`config.mk`:
```
export PLATFORM = sky130hd
export DESIGN_NAME = regfile_dump_unit
export DESIGN_NICKNAME = d
export VERILOG_FILES = /design/src/rtl/regfile_dump_unit.sv
export SDC_FILE = /design/constraint.sdc
export NUM_CORES = 1
export LEC_CHECK = 0
export ABC_AREA = 1
export BUFFER_PORTS_ARGS = -buffer_cell sky130_fd_sc_hd__buf_2
export CAP_MARGIN = 20
export CORE_MARGIN = 10
export CORE_UTILIZATION = 41
export DETAILED_ROUTE_END_ITERATION = 10
export HOLD_SLACK_MARGIN = 0.06
export PLACE_DENSITY_LB_ADDON = 0.05
export SKIP_CTS_REPAIR_TIMING = 1
export SLEW_MARGIN = 20
export SYNTH_ARGS = -nofsm -noshare
export SYNTH_HDL_FRONTEND = slang
export SYNTH_SLANG_ARGS = --single-unit
```
`constraint.sdc`:
```
create_clock -name clk -period 1.4 [get_ports clk]
set_input_delay 0.21 -clock clk [delete_from_list [all_inputs] [get_ports clk]]
set_output_delay 0.21 -clock clk [all_outputs]
set_load 0.01 [all_outputs]
```
`src/rtl/regfile_dump_unit.sv`:
```
// ---------------------------------------------------------------------------
// regfile_dump_unit
//
// Register-file dump engine. On request it walks the core register file
// through a debug read port. It streams every entry out as an {index, value}
// beat to a host/UART bridge. It holds cpu_stall while busy so that the
// register contents cannot change during the dump.
//
// Ports
//   clk, reset      system clock; synchronous active-high reset
//   dump_start      request a dump (sampled only while idle)
//   dump_abort      cancel an in-progress dump (also wins over dump_start)
//   rf_rd_en/addr   debug read-port enable and index (active only in READ)
//   rf_rd_data      debug read-port data, combinational from rf_rd_addr
//   out_valid/ready beat handshake toward the sink
//   out_idx/data    register index and value of the current beat
//   busy, cpu_stall dump in progress (state != IDLE)
//   done            one-cycle pulse after the last beat is accepted
//   state_dbg       current FSM state (0 IDLE, 1 READ, 2 SEND, 3 DONE)
//
// Handshake: a beat transfers on a rising edge where out_valid and out_ready
// are both 1. Once out_valid rises, out_valid, out_idx and out_data are held
// stable until that transfer. The only exceptions are abort and reset, which
// withdraw the beat. out_valid never depends combinationally on out_ready.
// ---------------------------------------------------------------------------
module regfile_dump_unit #(
  parameter int NUM_REGS = 32,
  parameter int XLEN     = 32,
  parameter int ADDR_W   = 5,
  parameter int SKIP_X0  = 0
) (
  input  logic              clk,
  input  logic              reset,
  input  logic              dump_start,
  input  logic              dump_abort,
  output logic              rf_rd_en,
  output logic [ADDR_W-1:0] rf_rd_addr,
  input  logic [XLEN-1:0]   rf_rd_data,
  output logic              out_valid,
  input  logic              out_ready,
  output logic [ADDR_W-1:0] out_idx,
  output logic [XLEN-1:0]   out_data,
  output logic              busy,
  output logic              cpu_stall,
  output logic              done,
  output logic [1:0]        state_dbg
);

  typedef enum logic [1:0] {
    S_IDLE = 2'd0,
    S_READ = 2'd1,
    S_SEND = 2'd2,
    S_DONE = 2'd3
  } state_t;

  localparam logic [ADDR_W-1:0] LAST_IDX  = ADDR_W'(NUM_REGS - 1);
  localparam logic [ADDR_W-1:0] FIRST_IDX = (SKIP_X0 != 0) ? ADDR_W'(1) : '0;

  state_t            state, state_nxt;
  logic [ADDR_W-1:0] idx;
  logic              handshake;
  logic              start_ok;

  assign handshake = out_valid & out_ready;
  // Abort wins over a simultaneous start while idle.
  assign start_ok  = dump_start & ~dump_abort;

  // State register
  always_ff @(posedge clk) begin
    if (reset) state <= S_IDLE;
    else       state <= state_nxt;
  end

  // Next-state logic
  always_comb begin
    state_nxt = state;
    case (state)
      S_IDLE: if (start_ok) state_nxt = S_READ;
      S_READ: state_nxt = dump_abort ? S_IDLE : S_SEND;
      S_SEND: begin
        if (dump_abort)     state_nxt = S_IDLE;
        else if (handshake) state_nxt = (idx == LAST_IDX) ? S_DONE : S_READ;
      end
      S_DONE: state_nxt = S_IDLE;
      default: state_nxt = S_IDLE;
    endcase
  end

  // Datapath: walk index and the registered beat. The beat is captured once
  // in READ. Later rf_rd_data changes therefore cannot disturb a pending beat.
  always_ff @(posedge clk) begin
    if (reset) begin
      idx       <= '0;
      out_valid <= 1'b0;
      out_idx   <= '0;
      out_data  <= '0;
    end else if (state == S_IDLE) begin
      if (start_ok) idx <= FIRST_IDX;
    end else if (dump_abort) begin
      // A beat that handshakes in this cycle has already been delivered.
      // Dropping valid only removes a beat that has not been accepted.
      out_valid <= 1'b0;
    end else begin
      case (state)
        S_READ: begin
          out_data  <= rf_rd_data;
          out_idx   <= idx;
          out_valid <= 1'b1;
        end
        S_SEND: begin
          if (handshake) begin
            out_valid <= 1'b0;
            // No wrap: the walk ends on the compare against LAST_IDX.
            if (idx != LAST_IDX) idx <= idx + ADDR_W'(1);
          end
        end
        default: ;
      endcase
    end
  end

  // Output decode
  always_comb begin
    rf_rd_en   = (state == S_READ);
    rf_rd_addr = (state == S_READ) ? idx : '0;
    busy       = (state != S_IDLE);
    cpu_stall  = (state != S_IDLE);
    done       = (state == S_DONE);
    state_dbg  = state;
  end

endmodule

```
### After elaboration in Yosys (flattened, before gate mapping)

Index checks and enable logic that the tools add are counted.

| storage, ports and cells | value |
|---|---|
| bits in registers | 45 |
| input port bits | 37 |
| output and inout port bits | 49 |
| word-level logic and storage cells | 44 |

| cells by class | value |
|---|---|
| add/sub/neg operators | 1 |
| eq/ne operators | 8 |
| multiplexer cells | 16 |
| bitwise operators | 4 |
| reduce and logical (&&, ||, !) cells | 10 |

Operators by type and width:

| cell | number |
|---|---|
| $mux 5 | 7 |
| $mux 2 | 5 |
| $pmux 2 s4 | 1 |
| $reduce_bool 2->1 | 4 |
| $reduce_and 3->1 | 2 |
| $add 5x1->5 const B | 1 |
| $eq 5x5->1 const B | 1 |
| $ne 5x5->1 const B | 1 |
| $reduce_and 5->1 | 1 |
| $eq 2x2->1 const B | 2 |
| $ne 3x3->1 const B | 1 |
| $reduce_bool 3->1 | 1 |
| $and 1x1->1 | 2 |
| $eq 2x1->1 const B | 1 |
| $logic_not 2->1 | 1 |
| $mux 1 | 2 |
| $ne 2x1->1 const B | 1 |
| $ne 2x2->1 const B | 1 |
| $not 1->1 | 2 |
| $pmux 1 s2 | 1 |
| $reduce_and 2->1 | 1 |

### Depth between registers and ports, before layout

| logic depth | value |
|---|---|
| depth after elaboration | 6 |
| gate-level depth with buffers | 11 |
| mapped depth without buffers | 11 |

### Least setup slack after synthesis

No wires, ideal clock.

| timing | value |
|---|---|
| path kind | reg2reg |
| start | register idx[0] |
| end | register idx[1] |
| setup time | 0.114 ns |
| arrival | 1.370 ns |
| required time | 1.286 ns |
| setup slack | -0.084 ns |
| cell stages (with the launch flop) | 11 |
| buffers on the path | 0 |
| period minus slack after synthesis | 1.484 ns |
| path through | dfxtp_1 -> ha_1 -> inv_1 -> nor3_1 -> ha_1 -> nor2_1 -> nand2_1 -> nand2_1 -> nand2_1 -> a21oi_1 -> nor2_1 |

| on the way | value |
|---|---|
| longest elaborated chain between the ends | 6 |
| elaborated cells on any way between the ends | 9 |
| classes of those cells | 1 x add/sub; 1 x eq/ne; 5 x mux; 2 x reduce/logical |

Ends and longest elaborated chain:

| element | RTL line | text |
|---|---|---|
| start, declared | 60 | `logic [ADDR_W-1:0] idx;` |
| start signal, assigned | 114 | `if (idx != LAST_IDX) idx <= idx + ADDR_W'(1);` |
| $add 5x1->5 | 114 |  |
| $mux 5 | 114 |  |
| $mux 5 | 111 | `if (handshake) begin` |
| $mux 5 | 104 | `case (state)` |
| $mux 5 | 99 | `end else if (dump_abort) begin` |
| $mux 5 | 97 | `end else if (state == S_IDLE) begin` |

Parallel ways exist; a longest one is shown, timed or not. The select of a mux whose other input is x is not followed.
A chain may end at the register's enable or synchronous reset.

### Final worst setup path

| timing | value |
|---|---|
| start | register idx[1] |
| end | register idx[0] |

| on the way | value |
|---|---|
| longest elaborated chain between the ends | 3 |

Ends and longest elaborated chain:

| element | RTL line |
|---|---|
| $ne 5x5->1 | 114 |
| $reduce_bool 2->1 (no line) | n/a |
| $reduce_and 5->1 (no line) | n/a |

Every way passes these cells.

==> metrics.md <==
| Metric | Value |
|---|---|
| Mux contribution to synthesized area | 0% |
| Gpl congestion | 0.762 |
| Deepest clock path buffer count | 2 |
| Number of diodes | 0 |
| Clock transition at the registers of the reported paths | 80 ps |
| Ys Warns | 0 |
| GRT overflow | 0 |
| HP Class | in2reg |
| Starting Density | 43.6% |
| Fin. max-slew vios | 0 |
| Fmax | 704 MHz |
| RSZ-0062 raised after global routing | yes |
| WHS | 131 ps |
| Synth Net Count | 283 |
| Antenna violations before repair | 0 |
| FF-to-FF Start | idx[1] |
| Vias/cell | 4.65 |
| Yosys cell types | 17 |
| CP endpoint kind | register |
| Ports | 86 |
| Total CTS buffers | 5 |
| Outcome | complete, but fails checks |
| Number of synthesized register bits | 45 |
| Adder-Cell Fraction of Synth Area | 1.40% |
| FF-to-FF setup slack | -20 ps |
| Worst EP required | 1600 ps |
| DR DRC count | 0 |
| DP Cell Count | 378 |
| Commonest non-fill, non-tap cell in the layout | buf_2 |
| Routed WL | 5130 µm |
| Crit. Startpoint | idx[1] |
| Place WS | -60.8 ps |
| Pwr Density | 1050 nW/µm² |
| Die width | 86.1 µm |
| DP Wirelength | 3640 µm |
| Vias in the first global route | 1837 |
| Final setup fails | 5 |
| FFs w/ async S/R, synth | 0% |
| Fin crit share | 101% |
| Placed cell areas | 2310 µm² |
| CTS tree | built |
| Worst R2R Path Depth | 11 |
| Router iterations before antenna repair | 4 |
| Worst-Margin Slew | 457 ps |
| Max_slew headroom | 69.5% |
| Largest family of logic cells by synthesized area | simple AND/OR/NAND/NOR gates |
| Die H | 86.1 µm |
| Static leakage | 0.00130 µW |
| Critical path startpoint category | register |
| Post-synthesis xor/xnor area fraction | 0% |
| Total Nets Final | 376 |
| Root buf cell | clkbuf_8 |
| Worst path arrival time | 1620 ps |
| Clock sinks | 45 |
| Max_cap viols | 0 |
| Synth Area in Simple Gates | 26.9% |
| DR WL/cell | 13.2 µm |
| Final worst slack | -20.7 ps |
| Worst-path maximum fanout | 7 |
| Failing checks | negative setup slack |
| Layout cells sized above 1 | 39.1% |
| Commonest cells after routing, fill and taps aside | buf_2 (81), nor2_1 (72), dfxtp_1 (42), o21ai_0 (34), nand2_1 (30) |
| First-pass GRT wire length | 8560 µm |
| Synth Area in Compound Gates | 13.3% |
| Dominant synthesized flop cell | dfxtp_1 |
| H-tree Lvls | 2 |
| Syn avg cell area | 7.35 µm² |
| Post-route cell area | 2550 µm² |
| Fin. Hold Viols | 0 |
| Post-synth EDFFs | 0 |
| Core ar. | 4120 µm² |
| Die area | 7420 µm² |
| Setup TNS | -63.7 ps |
| Fin Clk Skew | 2.17 ps |
| Area Growth Syn to Fin | 42.1% |
| Worst r2r dst | idx[0] |
| Final ANT Viol Nets | 0 |
| Clock period minus worst slack | 1420 ps |
| Post-synthesis sequential area ratio | 50.2% |
| Mapped Cells | 244 |
| Max IR drop VDD | 0.000780 V |
| Clk Latency, worst-skew pair | 290 ps |
| GRT Total Usage | 13.9% |
| Num rows | 23 |
| Worst setup endpoint | idx[0] |
| Iter 0 DRT Violations | 104 |
| Mapped cell area | 1790 µm² |
| Critical path type | reg2reg |
| # port buffers | 85 |
| Post-Layout Cell Count | 388 |
| Total number of vias | 1803 |
| Largest net degree at the start of global routing | 39 |
critical path: stages, from the launching register on:
cell and delay (ps):
dfxtp_2 360, ha_4 140, inv_2 40, nor3_2 100, ha_2 200, nor2_1 40, nand2_1 100, nand2_4 100
nand3_1 90, nand2_1 60, inv_1 60, nor2_1 30
metrics by stage:
| stage | total power [µW] | util (%) |
|---|---|---|
| after global placement | 1680 | 56.2 |
| after floorplan | 1540 | - |
| after CTS | 2710 | 59.1 |
| after global routing | 2810 | 61.9 |
| after detailed placement | 1690 | 56.2 |
| final | 2690 | 61.9 |
power by group:
| group | switching, µW | internal (µW) | leakage [µW] | total [µW] |
|---|---|---|---|---|
| clock | 435 | 580 | 0.0000574 | 1020 |
| sequential | 24.0 | 1330 | 0.000367 | 1350 |
| combinational | 184 | 135 | 0.000880 | 319 |
sequential cells by signal (all words and copies together), names as in the netlist:
register	cells
out_idx	5
idx	5
out_valid	1
out_data	32
state_dbg	2
synthesized netlist by cell type (2+ instances only):
library cell / instances / area (µm²)
a21oi_1: 10 / 50.1
a21oi_2: 2 / 17.5
buf_4: 3 / 22.5
buf_6: 3 / 33.8
clkbuf_1: 6 / 22.5
dfxtp_1: 45 / 901
ha_1: 2 / 25.0
inv_1: 14 / 52.6
inv_2: 3 / 11.3
nand2_1: 33 / 124
nand3_1: 6 / 30.0
nor2_1: 77 / 289
nor2_4: 2 / 22.5
nor3_1: 2 / 10.0
o21ai_0: 34 / 170
how the worst min path moves through the flow:
stage | start | to | cells after the start | slack (ps)
after floorplan | rf_rd_data[0] | out_data[0] | 2 | 340
after global placement | rf_rd_data[24] | out_data[24] | 3 | 430
after detailed placement | rf_rd_data[18] | out_data[18] | 3 | 440
after CTS | rf_rd_data[15] | out_data[15] | 3 | 120
after global routing | rf_rd_data[26] | out_data[26] | 3 | 130
final | rf_rd_data[15] | out_data[15] | 3 | 130
layer usage:
| metal | up-vias | routed length, µm | global-route usage (%) |
|---|---|---|---|
| met5 | - | 0 | 0 |
| met4 | 0 | 24 | 3.59 |
| met3 | 2 | 573 | 8.14 |
| met2 | 66 | 2220 | 21.4 |
| met1 | 788 | 2310 | 16.0 |
| li1 | 947 | - | - |
cells by family (layout without fill, tap and decap cells):
| family | after synthesis | in the layout |
|---|---|---|
| and+or+nand+nor | 121 | 121 |
| AOI/OAI and AO/OA | 46 | 46 |
| DFF | 45 | 45 |
| buffers and inverters | 30 | 124 |
| adders and majority gates | 2 | 2 |
area by class of cell:
| cell class | instances | area, µm² |
|---|---|---|
| sequential | 45 | 905 |
| tap | 50 | 62.6 |
| clock inverter | 2 | 37.5 |
| clock buffer | 6 | 82.6 |
| inverter | 17 | 66.3 |
| timing repair buffer | 99 | 567 |
| fill | 397 | 1570 |
| multi-input combinational | 169 | 827 |
Note: power is estimated with default switching activity, not from simulation.
